--- src/rtl/bram_write_feeder.sv ---
// bram_write_feeder: byte-stream to BRAM write-port feeder.
// Accepts bytes on a valid/ready handshake, buffers them in a small FIFO and
// writes them to sequential addresses starting at 0. Signals frame completion
// once FRAME_LEN bytes have been written.
// Optional feature: define FEEDER_BYPASS_EN to let a byte skip the empty FIFO
// and reach the write port one edge after acceptance instead of two.
module bram_write_feeder #(
  parameter int unsigned DEPTH     = 8,
  parameter int unsigned ADDR_W    = 11,
  parameter int unsigned FRAME_LEN = 2048
) (
  input  logic              clk1,
  input  logic              reset,
  input  logic              start,
  input  logic              din_valid,
  input  logic [7:0]        din,
  output logic              din_ready,
  output logic              ena,
  output logic              wea,
  output logic [ADDR_W-1:0] addra,
  output logic [7:0]        dina,
  output logic              busy,
  output logic              frame_done
);

  localparam int unsigned PTR_W = $clog2(DEPTH);
  localparam int unsigned PW    = PTR_W + 1;
  localparam int unsigned CNT_W = ADDR_W + 1;
  localparam logic [CNT_W-1:0] LAST = CNT_W'(FRAME_LEN);

`ifdef FEEDER_BYPASS_EN
  localparam bit BYPASS = 1'b1;
`else
  localparam bit BYPASS = 1'b0;
`endif

  typedef enum logic [1:0] {S_IDLE, S_FILL, S_DONE} state_t;

  state_t            state;
  state_t            state_nxt;

  logic [7:0]        mem [DEPTH];
  logic [PW-1:0]     wr_ptr;
  logic [PW-1:0]     rd_ptr;
  logic [CNT_W-1:0]  accepted;
  logic [CNT_W-1:0]  written;

  logic              fifo_empty;
  logic              fifo_full;
  logic              hs;
  logic              bypass;
  logic              fifo_push;
  logic              fifo_pop;
  logic              wr_any;
  logic [7:0]        wr_data;
  logic              last_wr;

  // FIFO occupancy flags from the wrap-bit pointer pair
  always_comb begin
    fifo_empty = (wr_ptr == rd_ptr);
    fifo_full  = (wr_ptr[PTR_W] != rd_ptr[PTR_W]) &&
                 (wr_ptr[PTR_W-1:0] == rd_ptr[PTR_W-1:0]);
  end

  // State register
  always_ff @(posedge clk1 or negedge reset) begin
    if (!reset) state <= S_IDLE;
    else        state <= state_nxt;
  end

  // Next-state logic: the final write moves to DONE, DONE lasts one cycle
  always_comb begin
    state_nxt = state;
    case (state)
      S_IDLE:  if (start) state_nxt = S_FILL;
      S_FILL:  if (last_wr) state_nxt = S_DONE;
      S_DONE:  state_nxt = S_IDLE;
      default: state_nxt = S_IDLE;
    endcase
  end

  // Handshake, FIFO control and write selection decoded from state
  always_comb begin
    din_ready = 1'b0;
    hs        = 1'b0;
    bypass    = 1'b0;
    fifo_push = 1'b0;
    fifo_pop  = 1'b0;
    if (state == S_FILL) begin
      din_ready = !fifo_full && (accepted < LAST);
      hs        = din_valid && din_ready;
      bypass    = BYPASS && fifo_empty && hs;
      fifo_push = hs && !bypass;
      fifo_pop  = !fifo_empty;
    end
    wr_any  = fifo_pop || bypass;
    wr_data = fifo_pop ? mem[rd_ptr[PTR_W-1:0]] : din;
    last_wr = wr_any && (written == (LAST - CNT_W'(1)));
  end

  // FIFO storage; no reset needed, validity is tracked by the pointers
  always_ff @(posedge clk1) begin
    if (fifo_push) mem[wr_ptr[PTR_W-1:0]] <= din;
  end

  // Pointers, counters and registered write-port / status outputs
  always_ff @(posedge clk1 or negedge reset) begin
    if (!reset) begin
      wr_ptr     <= '0;
      rd_ptr     <= '0;
      accepted   <= '0;
      written    <= '0;
      ena        <= 1'b0;
      addra      <= '0;
      dina       <= '0;
      busy       <= 1'b0;
      frame_done <= 1'b0;
    end else begin
      frame_done <= 1'b0;
      case (state)
        S_IDLE: begin
          ena <= 1'b0;
          if (start) begin
            busy     <= 1'b1;
            addra    <= '0;
            accepted <= '0;
            written  <= '0;
            wr_ptr   <= '0;
            rd_ptr   <= '0;
          end
        end
        S_FILL: begin
          if (fifo_push) wr_ptr <= wr_ptr + PW'(1);
          if (fifo_pop)  rd_ptr <= rd_ptr + PW'(1);
          if (hs)        accepted <= accepted + CNT_W'(1);
          if (wr_any) begin
            ena     <= 1'b1;
            dina    <= wr_data;
            addra   <= written[ADDR_W-1:0];
            written <= written + CNT_W'(1);
          end else begin
            ena <= 1'b0;
          end
        end
        S_DONE: begin
          ena        <= 1'b0;
          busy       <= 1'b0;
          frame_done <= 1'b1;
        end
        default: ena <= 1'b0;
      endcase
    end
  end

  // Write strobe mirrors the enable
  assign wea = ena;

endmodule

--- config.mk ---
export PLATFORM = sky130hd
export DESIGN_NAME = bram_write_feeder
export DESIGN_NICKNAME = d
export VERILOG_FILES = /design/src/rtl/bram_write_feeder.sv
export SDC_FILE = /design/constraint.sdc
export NUM_CORES = 1
export LEC_CHECK = 0
export ABC_CLOCK_PERIOD_IN_PS = 3600
export CAP_MARGIN = 20
export CELL_PAD_IN_SITES_DETAIL_PLACEMENT = 2
export CELL_PAD_IN_SITES_GLOBAL_PLACEMENT = 2
export CORE_MARGIN = 2
export CORE_UTILIZATION = 42
export CTS_CLUSTER_SIZE = 40
export DETAILED_ROUTE_END_ITERATION = 6
export PLACE_DENSITY_LB_ADDON = 0.1
export SYNTH_ARGS = -nofsm -noshare
export SYNTH_HDL_FRONTEND = slang
export SYNTH_SLANG_ARGS = --single-unit
--- constraint.sdc ---
create_clock -name clk1 -period 3.6 [get_ports clk1]
set_clock_uncertainty 0.15 [all_clocks]
set_input_delay 0.72 -clock clk1 [delete_from_list [all_inputs] [get_ports clk1]]
set_output_delay 0.72 -clock clk1 [all_outputs]
set_load 0.005 [all_outputs]
==> results.cfg, run 1 <==
[run_status]
status = complete, no violations

[cells_and_area]
fin_area_sq_mm = 0.006387
nNetsFinal = 447
final_common_cell = edfxtp_1
synthToLayoutAreaGrowth_pct = 22.60
fillers = 1122
antennaDiodeCount = 0
drive_gt1_share_pct = 18.69
final_cell_mix = edfxtp_1, dfrtp_1, clkdlybuf4s50_1, nand2_1, nand3_1
stdcell_count = 612
final_core_util_pct = 52.96

[die]
core-area_sq_mm = 0.01206
die_w_microns = 115.4
start_util_pct = 43.20
rows = 40
die_area_sq_mm = 0.01331
die_h_microns = 115.4
io_pins = 36

[clock_tree]
insertion_delay_ns = 0.42
cts_tree = built
clockRootBuffer = clkbuf_16
cts_buffer_depth = 2
cts.clk_slew.worst_paths_ns = 0.06
post_cts_buffers = 0
clkSinkCount = 120
ctsResizeCount = 0
cts_hold_buf = 0
htreeDepth = 4
cts_buffers = 17

[synth]
avgSynthCellArea_sq_um = 13.86
ys_dominant_reg_cell = edfxtp_1
synth_warnings = 0
netlist-cell-type-count = 50
synth_nets = 392
yosysSeqAreaShare_pct = 63.78
ys_async_sr_fraction_pct = 46.67
synth_seq_cells = 120
synth_edf_count = 64
synth_area_sq_mm = 0.005210
synthCells = 376

[sta]
fin_tns_setup_ns = 0
fmax_mhz = 298.9
min_period_over_period_pct = 92.95
hold_viol_final = 0
relSlewSlack_pct = 45.33
worst_pin_slew_ns = 0.8125
rsz0062_at_grt = false
setup_viol = 0
whs_ns = 0.01932
finalMaxSlewViolations = 0
period_minus_slack_ns = 3.346
fin_ws_ns = 0.2539

[flow_run]
cap_viol_max_count = 0

[global_route]
grt_pass1_vias = 3802
overflow = 0
grt_use_total_pct = 23.13
grt_max_degree = 38
grt_pass1_wl_microns = 22230
grt_antenna_before_repair = 0

[routing]
drtPass1Iterations = 4
routed_wl_microns = 14020
vias = 3465
first_iter_violations = 191
drc = 0
wl_per_cell_microns = 22.90
drt.antenna.violating_nets = 0
viasPerCell = 5.662

[place]
gp_congestion = 0.7471
pre_cts_ws_ns = 0.7008
io_buffers = 35
hpwl_microns = 9382
placed_area_sq_mm = 0.005806
dp_cells = 580

[pwr]
ir_drop_uv = 369.8
total_power_mw = 5.655
leakagePower_nw = 2.381
power_density_mw_per_mm2 = 885.4

[critical_path]
crit_required_ns = 2.73
crit_arrival_ns = 2.48
path_cells = xor2_2 > o41ai_4 > buf_4 > inv_2 > clkdlybuf4s50_1
critPathKind = reg -> out
crit_slowest_cell = dfrtp_1
crit_path_max_incr_delay_ns = 0.61
crit_fanout = 11
end_kind = output port
cp-start-kind = flip-flop

[hold_path]
hold_path_class = in -> async
## critical path: cells and delay by family, from the launching register on
kind            cells  cell delay [ns]
buf+inv             3             0.97
flops               1             0.61
xor+xnor            1             0.34
compound gates      1             0.13
## flip-flops by register name, indices dropped and copies added, names as in the netlist, 2 cells and up
name,count
mem,64
state,2
accepted,12
wr_ptr,4
rd_ptr,4
addra,11
dina,8
written,12
## layer usage
metal  share of wire, %  GRT usage [%]  wire [microns]  vias to the layer above
li1                   -              -               -                     1563
met1                 44          29.60            6140                     1821
met2                 52          38.64            7219                       56
met3                2.3          4.533             320                       25
met4                2.4          9.639             337                        0
met5                  0              0               0                        -
## layout make-up
class / instances / area [sq um] / area share, %
Tap cell: 168 / 210.2 / 3.291
Sequential cell: 120 / 3323 / 52.03
Timing Repair Buffer: 56 / 515.5 / 8.071
Inverter: 12 / 45.04 / 0.7052
Clock buffer: 18 / 429.2 / 6.719
Clock inverter: 14 / 152.6 / 2.390
Multi-Input combinational cell: 224 / 1712 / 26.80
## Yosys cell counts (2+ instances only)
cell | count | area (sq um)
buf_2 | 5 | 25.02
buf_4 | 5 | 37.54
a31oi_1 | 10 | 62.56
o21ai_1 | 3 | 15.01
nand3b_1 | 2 | 15.01
or3_1 | 4 | 25.02
nand4_1 | 5 | 31.28
o21ai_0 | 25 | 125.1
inv_2 | 2 | 7.510
dfrtp_1 | 56 | 1401
or4_1 | 5 | 37.54
nand3_1 | 27 | 135.1
o211ai_1 | 7 | 52.55
and2_1 | 2 | 12.51
buf_1 | 2 | 7.510
a21oi_1 | 8 | 40.04
nor2b_1 | 2 | 12.51
nor3_1 | 6 | 30.03
nor2_1 | 6 | 22.52
nand2b_1 | 2 | 12.51
nand2_1 | 32 | 120.1
a221o_1 | 2 | 20.02
nor4_1 | 8 | 50.05
inv_1 | 10 | 37.54
mux2i_1 | 11 | 110.1
xor2_2 | 3 | 48.80
o31ai_1 | 10 | 75.07
nor3b_1 | 2 | 15.01
edfxtp_1 | 64 | 1922
and4_1 | 3 | 26.28
mux4_2 | 16 | 360.4
o41ai_4 | 2 | 55.05
and3_1 | 3 | 18.77
buf_6 | 4 | 45.04
clkbuf_1 | 4 | 15.01
ha_1 | 4 | 50.05
## final timing paths
path / startpoint / end / slack (ns) / cells past startpoint
setup / recovery: wr_ptr[0] / din_ready / 0.25 / 5
hold / removal: reset / written[1] / 0.02 / 1
setup reg to reg: wr_ptr[0] / mem[2][2] / 0.79 / 7
hold reg to reg: dina[7] / dina[7] / 0.33 / 2
max in group asynchronous: reset / wr_ptr[0] / 2.76 / 2
min in group clk1: dina[7] / dina[7] / 0.33 / 2
## power by group
part	switching [mW]	internal, mW
logic	1.02	0.828
clock network	0.633	1.02
registers	0.323	1.83
## logic make-up after synthesis
kind of cell	Yosys count	synth area share, %
and+or+nand+nor	113	11.46
AOI/OAI and AO/OA	75	10.13
buffers and inverters	32	3.362
adders and majority gates	4	0.9607
xor gates and xnor gates	5	1.273
DFF	120	63.78
muxes	27	9.030
(Power assumes the default switching activity.)
==> inputs of run 2 (changes only) <==
--- a/config.mk
+++ b/config.mk
@@ -11,7 +11,6 @@
 export CELL_PAD_IN_SITES_GLOBAL_PLACEMENT = 2
 export CORE_MARGIN = 2
 export CORE_UTILIZATION = 42
-export CTS_CLUSTER_SIZE = 40
 export DETAILED_ROUTE_END_ITERATION = 6
 export PLACE_DENSITY_LB_ADDON = 0.1
 export SYNTH_ARGS = -nofsm -noshare
==> results of run 2 <==
No change in the layout: final DEF, timing and power equal those of run 1.
==> inputs of run 3 (changes only) <==
--- a/config.mk
+++ b/config.mk
@@ -5,7 +5,7 @@
 export SDC_FILE = /design/constraint.sdc
 export NUM_CORES = 1
 export LEC_CHECK = 0
-export ABC_CLOCK_PERIOD_IN_PS = 3600
+export ABC_CLOCK_PERIOD_IN_PS = 3800
 export CAP_MARGIN = 20
 export CELL_PAD_IN_SITES_DETAIL_PLACEMENT = 2
 export CELL_PAD_IN_SITES_GLOBAL_PLACEMENT = 2
==> constraint.sdc (replaced) <==
create_clock -name clk1 -period 3.8 [get_ports clk1]
set_clock_uncertainty 0.15 [all_clocks]
set_input_delay 0.76 -clock clk1 [delete_from_list [all_inputs] [get_ports clk1]]
set_output_delay 0.76 -clock clk1 [all_outputs]
set_load 0.005 [all_outputs]
==> results.cfg, run 3 (synthesized netlist as in run 1, its figures left out) <==
[clock_tree]
cts_buffers = 17
cts_tree = built
clkSinkCount = 120
clockRootBuffer = clkbuf_16
post_cts_buffers = 0
cts_hold_buf = 0
ctsResizeCount = 0
cts_buffer_depth = 2
htreeDepth = 4
insertion_delay_ns = 0.42
cts.clk_slew.worst_paths_ns = 0.05

[die]
rows = 40
die_area_sq_mm = 0.01331
die_h_microns = 115.4
core-area_sq_mm = 0.01206
die_w_microns = 115.4
start_util_pct = 43.20
io_pins = 36

[sta]
relSlewSlack_pct = 33.45
fin_ws_ns = 0.2650
fmax_mhz = 282.9
period_minus_slack_ns = 3.535
fin_tns_setup_ns = 0
worst_pin_slew_ns = 0.9983
min_period_over_period_pct = 93.03
hold_viol_final = 0
finalMaxSlewViolations = 0
whs_ns = 0.3224
rsz0062_at_grt = false
setup_viol = 0

[cells_and_area]
final_cell_mix = edfxtp_1, dfrtp_1, clkdlybuf4s50_1, nand2_1, nand3_1
nNetsFinal = 442
final_common_cell = edfxtp_1
largest_register_ffs = 64
drive_gt1_share_pct = 17.08
synthToLayoutAreaGrowth_pct = 21.35
fillers = 1154
final_core_util_pct = 52.42
antennaDiodeCount = 0

[global_route]
grt_pass1_wl_microns = 21670
grt_use_total_pct = 22.24
grt_max_degree = 42
overflow = 0
grtUsageMet1_pct = 29.15
grt_util_met2_pct = 36.49
grt_util_met3_pct = 5.588
busiest_layer = met2
grt_pass1_vias = 3767
grt_antenna_before_repair = 0

[routing]
drt.antenna.violating_nets = 0
first_iter_violations = 187
wl_per_cell_microns = 22.17
routed_wl_microns = 13460
drtPass1Iterations = 5
drc = 0
vias = 3401
viasPerCell = 5.603

[place]
io_buffers = 35
hpwl_microns = 8690
gp_congestion = 0.7391
pre_cts_ws_ns = 0.7341

[hold_path]
min_from = dina[3]
holdPathStages = 2
hold_path_class = reg -> reg
hold_path_end = dina[3]

[critical_path]
crit_arrival_ns = 2.63
r2r.worst_path.cells = 5
cp-start-kind = flip-flop
end_kind = output port
rrSetupSlack_ns = 1.18
rr_endpoint = mem[7][4]
crit_fanout = 11
r2r-start = wr_ptr[0]
crit_required_ns = 2.89
critPathKind = reg -> out

[flow_run]
cap_viol_max_count = 0

[pwr]
leakagePower_nw = 2.350
total_power_mw = 5.286
ir_drop_uv = 423.2
power_density_mw_per_mm2 = 836.1

[run_status]
status = complete, no violations
[run 3: routing by layer]
layer | vias up | routed length, microns
met1 | 1779 | 6073
li1 | 1557 | -
met5 | - | 0
met4 | 0 | 183
met2 | 49 | 6848
met3 | 16 | 353
[run 3: final cells by class]
class                           instances  area [sq um]  area share [%]
Timing Repair Buffer                   51         465.4           7.362
Tap cell                              168         210.2           3.325
Clock buffer                           22         464.2           7.342
Sequential cell                       120          3323           52.56
Multi-Input combinational cell        224          1712           27.07
Clock inverter                         10         102.6           1.623
Inverter                               12         45.04          0.7124
[run 3: metrics by stage]
stage / cell area [sq um] / std cells
after floorplan: 5210 / 376
after global placement: 5756 / 575
after detailed placement: 5756 / 575
after CTS: 6322 / 607
after global routing: 6322 / 607
final: 6322 / 607
[run 3: worst max path at each step]
stage / from / end / slack [ns] / cells after the start
after floorplan: rd_ptr[1] / mem[0][0] / 1.14 / 7
after global placement: wr_ptr[0] / din_ready / 0.84 / 4
after detailed placement: wr_ptr[0] / din_ready / 0.73 / 4
after CTS: wr_ptr[0] / din_ready / 0.24 / 4
after global routing: wr_ptr[0] / din_ready / 0.13 / 4
final: wr_ptr[0] / din_ready / 0.26 / 4
[run 3: power breakdown]
| group | switching, mW | internal, mW | total [mW] |
|---|---|---|---|
| clock | 0.564 | 0.988 | 1.55 |
| combinational | 0.937 | 0.770 | 1.71 |
| sequential | 0.291 | 1.74 | 2.03 |
| total | 1.79 | 3.49 | 5.29 |
[run 3: critical path, cell delays in order (launching register included)]
cell             delay [ns]
dfrtp_1                0.52
xor2_2                 0.28
o41ai_4                0.63
inv_2                  0.27
clkdlybuf4s50_1        0.51
